--- src/rtl/plyr_move_ctrl.sv ---
// Player movement controller: per-frame left/right stepping with clamping, erase of the old
// sprite box, hand-off to the sprite draw engine, and muxing of both pixel streams onto the VGA port.
module plyr_move_ctrl #(
    parameter int unsigned SPR_W     = 21,
    parameter int unsigned SPR_H     = 21,
    parameter int unsigned X_MIN     = 0,
    parameter int unsigned X_MAX     = 139,
    parameter int unsigned STEP      = 2,
    parameter int unsigned FRAME_DIV = 833333,
    parameter int unsigned START_X   = 70,
    parameter int unsigned PLYR_Y    = 96,
    parameter logic [2:0]  BG_COLOR  = 3'b000
) (
    input  logic       clock,
    input  logic       reset,
    input  logic       left,
    input  logic       right,
    input  logic [7:0] draw_x,
    input  logic [6:0] draw_y,
    input  logic [2:0] draw_color,
    input  logic       draw_done,
    output logic       draw_en,
    output logic [7:0] startx,
    output logic [6:0] starty,
    output logic [7:0] vga_x,
    output logic [6:0] vga_y,
    output logic [2:0] vga_color,
    output logic       plot,
    output logic       busy
);

    localparam int unsigned FW = (FRAME_DIV > 1) ? $clog2(FRAME_DIV) : 1;

    typedef enum logic [2:0] {StInit, StWaitTick, StErase, StUpdate, StDraw} state_e;

    state_e        state_q, state_d;
    logic [7:0]    pos_q, pos_d, new_q, new_d;
    logic [7:0]    ex_q, ex_d;
    logic [6:0]    ey_q, ey_d;
    logic [FW-1:0] frame_q;
    logic          tick;
    logic [8:0]    pos9, nx;

    assign tick   = (frame_q == FW'(FRAME_DIV - 1));
    assign startx = pos_q;
    assign starty = 7'(PLYR_Y);

    always_ff @(posedge clock) begin
        if (!reset) begin
            state_q <= StInit;
            pos_q   <= 8'(START_X);
            new_q   <= 8'(START_X);
            ex_q    <= '0;
            ey_q    <= '0;
            frame_q <= '0;
        end else begin
            state_q <= state_d;
            pos_q   <= pos_d;
            new_q   <= new_d;
            ex_q    <= ex_d;
            ey_q    <= ey_d;
            frame_q <= tick ? '0 : frame_q + 1'b1;
        end
    end

    // Clamp arithmetic in 9 bits so pos + STEP cannot wrap past 255.
    always_comb begin
        pos9 = {1'b0, pos_q};
        nx   = pos9;
        if (left && !right) begin
            nx = (pos9 >= 9'(X_MIN + STEP)) ? pos9 - 9'(STEP) : 9'(X_MIN);
        end else if (right && !left) begin
            nx = (pos9 + 9'(STEP) <= 9'(X_MAX)) ? pos9 + 9'(STEP) : 9'(X_MAX);
        end
    end

    always_comb begin
        state_d   = state_q;
        pos_d     = pos_q;
        new_d     = new_q;
        ex_d      = ex_q;
        ey_d      = ey_q;
        draw_en   = 1'b0;
        plot      = 1'b0;
        vga_x     = '0;
        vga_y     = '0;
        vga_color = '0;
        busy      = 1'b1;
        unique case (state_q)
            StInit: state_d = StDraw;
            StWaitTick: begin
                busy = 1'b0;
                if (tick && (nx != pos9)) begin
                    new_d   = nx[7:0];
                    state_d = StErase;
                end
            end
            StErase: begin
                plot      = 1'b1;
                vga_x     = pos_q + ex_q;
                vga_y     = 7'(PLYR_Y) + ey_q;
                vga_color = BG_COLOR;
                if (ex_q == 8'(SPR_W - 1)) begin
                    ex_d = '0;
                    if (ey_q == 7'(SPR_H - 1)) begin
                        ey_d    = '0;
                        state_d = StUpdate;
                    end else begin
                        ey_d = ey_q + 1'b1;
                    end
                end else begin
                    ex_d = ex_q + 1'b1;
                end
            end
            StUpdate: begin
                pos_d   = new_q;
                state_d = StDraw;
            end
            StDraw: begin
                vga_x     = draw_x;
                vga_y     = draw_y;
                vga_color = draw_color;
                // Enable drops in the same cycle draw_done arrives.
                draw_en   = !draw_done;
                plot      = !draw_done;
                if (draw_done) state_d = StWaitTick;
            end
            default: state_d = StInit;
        endcase
    end

endmodule

--- config.mk ---
export PLATFORM = sky130hd
export DESIGN_NAME = plyr_move_ctrl
export DESIGN_NICKNAME = d
export VERILOG_FILES = /design/src/rtl/plyr_move_ctrl.sv
export SDC_FILE = /design/constraint.sdc
export NUM_CORES = 1
export LEC_CHECK = 0
export BUFFER_PORTS_ARGS = -buffer_cell sky130_fd_sc_hd__buf_2
export CAP_MARGIN = 15
export CORE_UTILIZATION = 57
export CTS_CLUSTER_DIAMETER = 150
export DETAILED_ROUTE_END_ITERATION = 6
export PLACE_DENSITY_LB_ADDON = 0.25
export SETUP_SLACK_MARGIN = 0.2
export SLEW_MARGIN = 10
export SYNTH_ARGS = -nofsm -noshare
export SYNTH_HDL_FRONTEND = slang
export SYNTH_SLANG_ARGS = --single-unit
--- constraint.sdc ---
create_clock -name clock -period 3.67 [get_ports clock]
set_input_delay 0.367 -clock clock [delete_from_list [all_inputs] [get_ports clock]]
set_output_delay 0.367 -clock clock [all_outputs]
set_load 0.02 [all_outputs]
==> out/qor.csv, run 1 <==
stage,metric,value,unit
logic_synthesis,list of most frequent post-synthesis cells,"66 x nand2_1, 54 x dfxtp_1, 42 x nor2_1, 28 x nand3_1, 25 x o21ai_0",
route,Routed Antenna Nets,0,
power_and_ir_drop,Int Power,853.9,uW
finish,share of layout cells above drive strength 1,0.1528,
worst_hold_path,HP Class,flop to flop,
cts,CTS Sinks,54,
logic_synthesis,syn_area_per_cell,7.714,sq um
cts,Clock Latency Late Sink,310,ps
place,buffers added on ports,51,
cts,H-tree levels,2,
logic_synthesis,Synth Cell Area,3695,sq um
finish,final instance area,4066,sq um
logic_synthesis,largest family of logic cells by synthesized area,simple AND/OR/NAND/NOR gates,
place,placed insts,585,
cts,post-cts gate resize count,0,
place,Placer Congestion,1.037,
logic_synthesis,YS warnings,0,
logic_synthesis,Post-synth EDFFs,0,
run_status,outcome,completed,
power_and_ir_drop,Net Sw Frac,0.2399,
sta,Clock Skew,8.315,ps
route,via/cell ratio,5.826,
global_routing,vias in the first global route,2981,
finish,utilization after layout,0.6671,
die,die height,82.51,microns
cts,root buffer selected by CTS,clkbuf_8,
power_and_ir_drop,Seq pwr share,0.531,
cts,TritonCTS clock tree,built,
place,pre-CTS WS,487.4,ps
power_and_ir_drop,Tot Pwr,1.123,mW
worst_setup_path,nature of the critical path endpoint,flop,
worst_setup_path,Worst Path Arrival,3300,ps
power_and_ir_drop,Clock power frac,0.360,
die,CORE AREA,6096,sq um
finish,final non-filler cell total,592,
flow_run,Max-cap violations,0,
power_and_ir_drop,VDD IR max,321.7,uV
global_routing,largest net degree at the start of global routing,40,
sta,fmax,323.4,MHz
worst_setup_path,crit path max fanout,17,
logic_synthesis,adder-cell share of the synthesized area,0.05960,
power_and_ir_drop,Net Switching,269.5,uW
finish,Filler cells,537,
logic_synthesis,Simple-Gate Fraction of Synth Area,0.2939,
cts,Clock Tree Buf Depth,2,
logic_synthesis,top-area cell type share of the netlist area,0.2926,
place,dpl hpwl,6239,microns
sta,Final TNS setup,0,ps
route,DR vias,3449,
die,IO Pins,59,
finish,"Area growth, synth to finish",10.06,%
power_and_ir_drop,P_leak,1.690,nW
logic_synthesis,post-synthesis mux area share,0.02845,
sta,Slew HR,0.5458,
sta,"Slew Viols, Final",0,
logic_synthesis,post-synthesis sequential area ratio,0.2926,
die,cell row count,28,
logic_synthesis,top_reg_cell synth,dfxtp_1,
global_routing,gr usage total,0.2642,
logic_synthesis,post-synthesis cell type count,63,
cts,hold_buf cts,0,
sta,# setup viols final,0,
route,wire per inst,14.32,microns
logic_synthesis,Synth area leader,dfxtp_1,
finish,# diodes,0,
logic_synthesis,Compound-Gate Fraction of Synth Area,0.1798,
die,starting density of the core,0.6061,
sta,min Tclk post-route,3093,ps
global_routing,initial antenna violation count,0,
place,"Cell Area, Placed",3948,sq um
worst_setup_path,Worst Setup Start Kind,flop,
power_and_ir_drop,power per cell area,276.3,nW/um^2
logic_synthesis,xor/xnor share of the synthesized area,0.08297,
sta,Hold WS,453.0,ps
sta,Worst Max-Slew Pin Slew,680.4,ps
sta,RSZ-0062 raised after global routing,false,
finish,fin nets,557,
logic_synthesis,"count leader, synth",nand2_1,
power_and_ir_drop,Gate power share,0.109,
route,initial DRC count,208,
die,full die area,6808,sq um
route,DRC,0,
worst_setup_path,required time of the critical path,3880,ps
worst_setup_path,Crit Path Class,flop to flop,
global_routing,remaining global-route overflow,0,
logic_synthesis,Mapped Cells,479,
global_routing,global-route wire length before repair,13780,microns
sta,setup ws final,577.4,ps
logic_synthesis,post-synthesis register bit count,54,
sta,final hold vios,0,
cts,Worst-path clk slew,90,ps
die,Die Span X,82.51,microns
cts,Num CTS Buffers,5,
sta,final worst path period share,0.8427,
logic_synthesis,"FFs w/ async S/R, synth",0,
route,Post-Route WL,8477,microns
cts,postcts setup bufs,0,
route,first-pass iteration count of the detailed router,5,
logic_synthesis,"top cells by area, synth","dfxtp_1 29%, nand2_1 6.7%, ha_1 5.4%",
[power by group through the flow]
| stage | clock [mW] | combinational (mW) | sequential, mW |
|---|---|---|---|
| 6_report | 0.404 | 0.123 | 0.597 |
| 5_1_grt | 0.435 | 0.139 | 0.598 |
| 4_1_cts | 0.412 | 0.123 | 0.597 |
| 3_5_place_dp | 0 | 0.122 | 0.611 |
| 3_3_place_gp | 0 | 0.120 | 0.610 |
| 2_1_floorplan | 0 | 0.0912 | 0.607 |
[worst paths after layout]
check / from / end / slack (ps) / cells after the start
worst max-delay path: startx[3] / new_q[6] / 580 / 8
worst max register to register: startx[3] / new_q[6] / 580 / 8
worst min register to register: frame_q[0] / frame_q[0] / 450 / 1
worst min-delay path: frame_q[0] / frame_q[0] / 450 / 1
[worst max-delay path, cell delays in order, from the launching register on]
cell and delay (ps):
dfxtp_1 740, nand3_1 320, xnor2_1 220, nor3_1 340
a21oi_2 180, or4_1 500, o2111ai_2 110, nand2b_2 220
mux2_4 340
[flip-flops by register name, summed over array words and instances (netlist names)]
signal,flops
ex_q,8
new_q,8
ey_q,7
state_q,3
startx,8
frame_q,20
[layout make-up]
class	instances	area, sq um	share of cell area
Multi-Input combinational cell	383	2414	0.5935
Sequential cell	54	1082	0.2662
Timing Repair Buffer	58	307.8	0.07569
Tap cell	75	93.84	0.02308
Clock buffer	6	82.58	0.02031
Inverter	15	56.30	0.01385
Clock inverter	1	30.03	0.007385
[per-layer routing]
metal	GRT usage	up-vias	share of wire
met2	0.4264	128	0.45
met4	0.07931	0	0.015
met1	0.3592	1571	0.47
li1	-	1736	-
met3	0.04615	14	0.061
met5	0	-	0
[cells in the final DEF (no fill, tap or decap), types with 9 or more instances in the layout]
cell | netlist | routed
a21boi_0 | 12 | 12
a21oi_1 | 20 | 20
and2_1 | 10 | 10
buf_2 | 2 | 51
dfxtp_1 | 54 | 53
ha_1 | 16 | 16
inv_1 | 15 | 15
nand2_1 | 66 | 66
nand3_1 | 28 | 28
nand4_1 | 9 | 9
nor2_1 | 42 | 42
nor2b_1 | 13 | 13
o21ai_0 | 25 | 25
xnor2_1 | 16 | 16
xor2_1 | 19 | 19
[cells by family (layout without fill, tap and decap cells)]
kind of cell	Yosys count	count (layout)
and+or+nand+nor	216	216
AOI/OAI and AO/OA	99	99
DFF	54	54
buffers and inverters	47	80
xor gates and xnor gates	35	35
adders and majority gates	17	17
muxes	9	9
other	2	7
Power figures use the tool's default switching activity.
==> inputs of run 2 (changes only) <==
==> constraint.sdc (replaced) <==
create_clock -name clock -period 3 [get_ports clock]
set_input_delay 0.3 -clock clock [delete_from_list [all_inputs] [get_ports clock]]
set_output_delay 0.3 -clock clock [all_outputs]
set_load 0.02 [all_outputs]
==> out/qor.csv, run 2 (same netlist as run 1, synthesis figures left out) <==
stage,metric,value,unit
sta,final worst path period share,0.9157,
finish,area of the multi-input gates,2479,sq um
finish,max FFs per register,20,
sta,Worst Max-Slew Pin Slew,602.3,ps
worst_setup_path,crit path max fanout,8,
power_and_ir_drop,VDD IR max,314.5,uV
sta,final hold vios,0,
sta,# setup viols final,0,
sta,min Tclk post-route,2747,ps
worst_hold_path,HP Class,input port to flop,
run_status,outcome,completed,
global_routing,met2 Use GR,0.4645,
worst_setup_path,Top delay family on crit path,simple AND/OR/NAND/NOR gates,
worst_setup_path,"Slowest-stage cell, CP",dfxtp_1,
cts,Clock Latency Late Sink,310,ps
power_and_ir_drop,P_leak,1.828,nW
finish,final non-filler cell total,620,
power_and_ir_drop,power per cell area,306.8,nW/um^2
global_routing,remaining global-route overflow,0,
cts,hold_buf cts,0,
place,pre-CTS WS,160.7,ps
finish,most frequent cells in the layout,"66 x nand2_1, 50 x dfxtp_1, 50 x buf_2",
finish,"commonest non-fill, non-tap cell in the layout",nand2_1,
global_routing,initial antenna violation count,0,
place,dpl hpwl,6788,microns
power_and_ir_drop,Tot Pwr,1.331,mW
die,CORE AREA,6096,sq um
global_routing,M3 GR Usage,0.03956,
route,wire per inst,15.00,microns
worst_setup_path,nature of the critical path endpoint,flop,
die,cell row count,28,
worst_setup_path,crit-path max cell delay,530,ps
finish,Filler cells,471,
route,DRC,0,
die,die height,82.51,microns
place,placed insts,598,
global_routing,met1 usage,0.3657,
worst_setup_path,Worst Setup Start Kind,flop,
finish,utilization after layout,0.7114,
place,"Cell Area, Placed",4051,sq um
worst_setup_path,CP Cell Sequence,nand3_1 -> xnor2_1 -> or3_1 -> o32ai_1 -> nor4_2 -> o2111ai_2 -> nand2b_4 -> mux2_4,
die,Die Span X,82.51,microns
route,via/cell ratio,5.763,
cts,H-tree levels,2,
worst_setup_path,Bufs and invs on worst path,0,
global_routing,Most Crowded Layer GR,met2,
route,first-pass iteration count of the detailed router,4,
finish,fin nets,584,
cts,root buffer selected by CTS,clkbuf_8,
place,buffers added on ports,51,
cts,Worst-path clk slew,100,ps
flow_run,Max-cap violations,0,
cts,Clock Tree Buf Depth,2,
route,DR vias,3573,
sta,Hold WS,350.1,ps
finish,Top reg by flops,frame_q,
finish,share of layout cells above drive strength 1,0.2165,
finish,register area,1089,sq um
global_routing,gr usage total,0.2783,
route,Post-Route WL,9300,microns
global_routing,vias in the first global route,3092,
route,Routed Antenna Nets,0,
global_routing,global-route wire length before repair,14370,microns
finish,# diodes,0,
sta,Clock Skew,6.971,ps
sta,Final TNS setup,0,ps
die,IO Pins,59,
die,starting density of the core,0.6061,
worst_setup_path,required time of the critical path,3200,ps
sta,Slew HR,0.5975,
global_routing,largest net degree at the start of global routing,40,
place,Placer Congestion,0.9136,
worst_setup_path,Worst Path Arrival,2950,ps
die,full die area,6808,sq um
sta,setup ws final,252.9,ps
cts,Num CTS Buffers,5,
finish,final instance area,4337,sq um
sta,"Slew Viols, Final",0,
route,initial DRC count,268,
sta,fmax,364.0,MHz
cts,CTS Sinks,54,
worst_setup_path,Crit Path Class,flop to flop,
finish,"Area growth, synth to finish",17.37,%
cts,TritonCTS clock tree,built,
sta,RSZ-0062 raised after global routing,false,
-- run 2: final timing paths --
check	startpoint	endpoint	slack, ps	depth (start not counted)
worst max-delay path	startx[4]	new_q[1]	250	8
worst min register to register	frame_q[0]	frame_q[0]	450	1
worst min-delay path	draw_done	state_q[2]	350	3
worst max register to register	startx[4]	new_q[1]	250	8
-- run 2: worst min-delay path, delay by kind of cell --
family          cells  cell delay, ps
compound gates      2             200
buf+inv             1             120
-- run 2: final cells by class --
cell class | count | share of cell area
clock buffers | 7 | 0.02222
clock inverters | 1 | 0.002020
inverters | 15 | 0.01298
multi-input cells | 383 | 0.5716
flip-flops and latches | 54 | 0.2510
well taps | 75 | 0.02164
repair buffers | 85 | 0.1186
-- run 2: layer usage --
metal | wire length (microns) | vias up
met5 | 0 | -
met4 | 165 | 0
met3 | 586 | 16
met2 | 4398 | 114
met1 | 4149 | 1648
li1 | - | 1795
-- run 2: repair_timing --
action / in CTS / in global routing
pin swaps: 0 / 13
setup endpoints to repair: 4 / 10
buffers inserted: 0 / 14
resized for setup: 5 / 15
-- run 2: report_power, final --
group          internal (mW)  leakage [nW]  total, mW  switching, mW
Sequential             0.721         0.437      0.729        0.00810
Combinational         0.0578          1.34      0.153         0.0954
Clock                  0.212        0.0544      0.449          0.237
Total                  0.990          1.83       1.33          0.340
